$ cat src/rtl/gcd_operand_sequencer.sv
// Operand FIFO and issue FSM feeding a gcd core; zero operands are resolved locally.
// Optional completion watchdog is compiled in when GCD_SEQ_TIMEOUT_EN is defined.
module gcd_operand_sequencer #(
    parameter int WIDTH   = 8,
    parameter int DEPTH   = 4,
    parameter int TIMEOUT = 255
) (
    input  logic                   clock,
    input  logic                   reset,
    input  logic                   in_valid,
    output logic                   in_ready,
    input  logic [WIDTH-1:0]       in_a,
    input  logic [WIDTH-1:0]       in_b,
    output logic [WIDTH-1:0]       gcd_a,
    output logic [WIDTH-1:0]       gcd_b,
    output logic                   gcd_load_n,
    input  logic                   gcd_done,
    input  logic [WIDTH-1:0]       gcd_y,
    output logic                   out_valid,
    input  logic                   out_ready,
    output logic [WIDTH-1:0]       out_y,
    output logic                   out_err,
    output logic                   busy,
    output logic [$clog2(DEPTH):0] count
);

    localparam int AW = $clog2(DEPTH);
    localparam int CW = AW + 1;

    if (DEPTH < 2 || (DEPTH & (DEPTH - 1)) != 0 || TIMEOUT < 1) begin : g_param_check
        $error("gcd_operand_sequencer: DEPTH must be a power of 2 >= 2 and TIMEOUT >= 1");
    end

    typedef enum logic [2:0] {
        S_IDLE,
        S_LOAD,
        S_SETTLE,
        S_WAIT,
        S_OUT
    } state_t;

    state_t           state;
    state_t           state_nxt;
    logic [WIDTH-1:0] mem_a [DEPTH];
    logic [WIDTH-1:0] mem_b [DEPTH];
    logic [AW-1:0]    wr_ptr;
    logic [AW-1:0]    rd_ptr;
    logic             push;
    logic             pop;
    logic [WIDTH-1:0] head_a;
    logic [WIDTH-1:0] head_b;
    logic             tmo_hit;

    assign in_ready = (count != CW'(DEPTH));
    assign push     = in_valid & in_ready;
    assign pop      = (state == S_IDLE) && (count != '0);
    assign head_a   = mem_a[rd_ptr];
    assign head_b   = mem_b[rd_ptr];
    assign busy     = (state != S_IDLE) || (count != '0);

    // Storage needs no reset: count gates every read.
    always_ff @(posedge clock) begin
        if (push) begin
            mem_a[wr_ptr] <= in_a;
            mem_b[wr_ptr] <= in_b;
        end
    end

    always_ff @(posedge clock or negedge reset) begin
        if (!reset) begin
            wr_ptr <= '0;
            rd_ptr <= '0;
            count  <= '0;
        end else begin
            if (push) wr_ptr <= wr_ptr + AW'(1);
            if (pop)  rd_ptr <= rd_ptr + AW'(1);
            case ({push, pop})
                2'b10:   count <= count + CW'(1);
                2'b01:   count <= count - CW'(1);
                default: ;
            endcase
        end
    end

    always_ff @(posedge clock or negedge reset) begin
        if (!reset) state <= S_IDLE;
        else        state <= state_nxt;
    end

    always_comb begin
        state_nxt  = state;
        gcd_load_n = 1'b1;
        out_valid  = 1'b0;
        case (state)
            S_IDLE: begin
                if (pop) state_nxt = (head_a == '0 || head_b == '0) ? S_OUT : S_LOAD;
            end
            S_LOAD: begin
                gcd_load_n = 1'b0;
                state_nxt  = S_SETTLE;
            end
            // done may still be high from the previous result; it is ignored here
            S_SETTLE: state_nxt = S_WAIT;
            S_WAIT: begin
                if (gcd_done || tmo_hit) state_nxt = S_OUT;
            end
            S_OUT: begin
                out_valid = 1'b1;
                if (out_ready) state_nxt = S_IDLE;
            end
            default: state_nxt = S_IDLE;
        endcase
    end

    always_ff @(posedge clock or negedge reset) begin
        if (!reset) begin
            gcd_a <= '0;
            gcd_b <= '0;
            out_y <= '0;
        end else if (pop) begin
            gcd_a <= head_a;
            gcd_b <= head_b;
            if (head_a == '0)      out_y <= head_b;
            else if (head_b == '0) out_y <= head_a;
        end else if (state == S_WAIT) begin
            if (gcd_done)     out_y <= gcd_y;
            else if (tmo_hit) out_y <= '0;
        end
    end

`ifdef GCD_SEQ_TIMEOUT_EN
    localparam int TW = $clog2(TIMEOUT + 1);

    logic [TW-1:0] tmo_cnt;

    assign tmo_hit = (state == S_WAIT) && !gcd_done && (tmo_cnt >= TW'(TIMEOUT));

    always_ff @(posedge clock or negedge reset) begin
        if (!reset) begin
            tmo_cnt <= '0;
            out_err <= 1'b0;
        end else begin
            if (state == S_LOAD)
                tmo_cnt <= '0;
            else if ((state == S_SETTLE || state == S_WAIT) && !tmo_hit)
                tmo_cnt <= tmo_cnt + TW'(1);
            if (pop)
                out_err <= 1'b0;
            else if (state == S_WAIT && gcd_done)
                out_err <= 1'b0;
            else if (tmo_hit)
                out_err <= 1'b1;
        end
    end
`else
    assign tmo_hit = 1'b0;
    assign out_err = 1'b0;
`endif

endmodule

$ cat config.mk
export PLATFORM = sky130hd
export DESIGN_NAME = gcd_operand_sequencer
export DESIGN_NICKNAME = d
export VERILOG_FILES = /design/src/rtl/gcd_operand_sequencer.sv
export SDC_FILE = /design/constraint.sdc
export NUM_CORES = 1
export LEC_CHECK = 0
export CAP_MARGIN = 20
export CORE_ASPECT_RATIO = 2
export CORE_UTILIZATION = 60
export CTS_CLUSTER_SIZE = 30
export DETAILED_ROUTE_END_ITERATION = 16
export DONT_BUFFER_PORTS = 1
export PLACE_DENSITY = 0.86
export SYNTH_ARGS = -nofsm -noshare
export SYNTH_HDL_FRONTEND = slang
export SYNTH_SLANG_ARGS = --single-unit
$ cat constraint.sdc
create_clock -name clock -period 7.43 [get_ports clock]
set_clock_uncertainty 0.05 [all_clocks]
set_input_delay 1.1145 -clock clock [delete_from_list [all_inputs] [get_ports clock]]
set_output_delay 1.1145 -clock clock [all_outputs]
set_load 0.1 [all_outputs]
==> results.py <==
metrics = {
    "synth": {
        "postSynth.asyncResetShare_pct": 34.7,
        "synthFlopType": "edfxtp_1",
        "synth-seq-area-share_pct": 67.1,
        "synth_edf_count": 64,
        "synth_cell_type_count": 38,
        "synth_top_area_share_pct": 46.5,
        "synth_nets": 292,
        "ys_warn_count": 0,
        "yosys-top-cells-area": "edfxtp_1 47%, dfrtp_1 21%, mux4_1 7.6%",
        "synth.largest_area_cell": "edfxtp_1",
        "syn_area_per_cell_um2": 16.1,
        "syn_area_um2": 4130,
        "netlist_instances": 257,
        "ys_seq_elements": 98,
    },
    "timing": {
        "timing.final.crit_share_pct": 53.4,
        "fin_crit_ns": 3.96,
        "hold_viol": 0,
        "relSlewSlack_pct": 22.8,
        "timing.final.ws_setup_ns": 3.47,
        "setup_tns_ns": 0,
        "hold_ws_ns": 0.418,
        "slew_viol_final": 0,
        "setup_viol": 0,
        "rsz0062_at_grt": "false",
        "tightest_slew_ns": 1.16,
        "fmax_mhz": 252,
    },
    "clock_network": {
        "cts_setup_buffers": 0,
        "numCtsBuffers": 9,
        "clockRootBuffer": "clkbuf_16",
        "cts_hold_buf": 0,
        "cts_resized": 0,
        "clk-insertion-delay-late_ns": 0.33,
        "numClockSinks": 98,
        "cts_tree": "yes",
        "clk_pin_slew_ns": 0.06,
        "clockBufferDepth": 2,
        "h-tree-depth": 3,
    },
    "cells_and_area": {
        "syn2layout_area_growth_pct": 7.15,
        "num_antenna_cells": 0,
        "design_area_um2": 4430,
        "drive_gt1_share_pct": 11.1,
        "final_common_cell": "edfxtp_1",
        "nets": 291,
        "final_cell_mix": "64 x edfxtp_1, 34 x dfrtp_1, 32 x nand2_1, 16 x a21o_1, 13 x nor2_1",
    },
    "global_route": {
        "grt_pass1_wl_um": 11100,
        "grt_max_degree": 35,
        "grt_overflow_total": 0,
        "grt_usage_pct": 22.1,
        "antenna_found_initial": 0,
        "grt_pass1_vias": 2200,
    },
    "drt": {
        "drt_first_pass_iters": 4,
        "ant_nets": 0,
        "wirelength_um": 7110,
        "route.detailed.drc": 0,
        "routedWlPerCell_um": 20.4,
        "avgViaCountPerCell": 6.15,
        "drtIter0Drc": 186,
        "num_vias": 2147,
    },
    "floorplanning": {
        "die_x_um": 60.7,
        "chipHeight_um": 119,
        "dieArea_um2": 7240,
        "io_pins": 61,
        "rows": 42,
        "core_area_um2": 6620,
        "start_util_pct": 62.4,
    },
    "setup_path": {
        "critPathKind": "reg2reg",
        "path_max_fanout": 26,
        "crit_arrival_ns": 4.16,
        "startpoint_type": "flip-flop",
        "slowest_delay_ns": 1.00,
        "crit_buf_inv": 2,
        "cp-end-kind": "flip-flop",
        "critPathTopFamily": "simple AND/OR/NAND/NOR gates",
        "required_ns": 7.63,
        "cpMaxStageDelayCell": "dfrtp_1",
        "r2r_setup_slack_ns": 3.47,
        "crit_cells": 9,
        "rr_worst_depth": 9,
        "path_cells": "or3_1 -> nand2_1 -> inv_1 -> ha_1 -> inv_1 -> fa_1 -> xor2_1 -> nor2_1 -> xor2_1",
    },
    "placement": {
        "place_ws_ns": 3.54,
        "hpwl_um": 4980,
        "placed_cell_area_um2": 4150,
        "port_buffers": 0,
        "gp_congestion": 0.950,
    },
    "run_status": {
        "outcome": "complete, no violations",
    },
    "job": {
        "maxCapViolations": 0,
    },
    "hold_path": {
        "hp-class": "in2async",
    },
}
-- flip-flops by register name, indices dropped and copies added (netlist names) --
name / flops
count: 3
gcd_a: 8
gcd_b: 8
mem_a: 32
mem_b: 32
out_y: 8
rd_ptr: 2
state: 3
wr_ptr: 2
-- logic make-up after synthesis --
logic type	Yosys count	share of synthesized area [%]
AO/OA/AOI/OAI	36	7.87
AND/OR/NAND/NOR	72	8.42
other	1	0.0908
multiplexers	17	10.1
buffers and inverters	21	3.18
flip-flops	98	67.1
XOR/XNOR	6	1.27
adder cells (fa/ha/maj)	6	2.00
-- through the flow --
| stage | cells | utilization [%] |
|---|---|---|
| 5_1_grt | 349 | 66.9 |
| 2_1_floorplan | 257 | - |
| 4_1_cts | 349 | 66.9 |
| 3_3_place_gp | 333 | 62.6 |
| 6_report | 349 | 66.9 |
| 3_5_place_dp | 333 | 62.6 |
-- area by class of cell --
cell class | count | area, um2
sequential | 98 | 2770
clock buffer | 12 | 236
tap | 88 | 110
timing repair buffer | 1 | 7.51
fill | 461 | 2190
inverter | 8 | 30.0
clock inverter | 4 | 42.5
multi-input combinational | 138 | 1230
-- final timing paths --
check                          from        to
min reg2reg                state[2]  state[0]
min in group clock         state[2]  state[0]
max in group asynchronous     reset  count[0]
max                        count[2]  count[2]
max reg2reg                count[2]  count[2]
min                           reset  gcd_a[4]
-- cell usage after synthesis (all sizes together), types with 4 or more instances --
cell type and number:
a21o 16, a22oi 8, a311oi 8, and3 12, buf 9, clkbuf 4
dfrtp 34, edfxtp 64, ha 5, inv 8, mux4 16, nand2 32
nor2 15, or4 5, xnor2 4
-- layer usage --
layer	part of all wire, %	up-vias	wire [um]	track usage [%]
li1	-	978	-	-
met1	36	1072	2560	23.9
met2	54	73	3860	36.0
met3	5.0	24	352	6.30
met4	4.7	0	331	14.6
met5	0	-	0	0
Power is not shown: default switching activity piles up to over one toggle a cycle in this logic, so the estimate is an artifact.
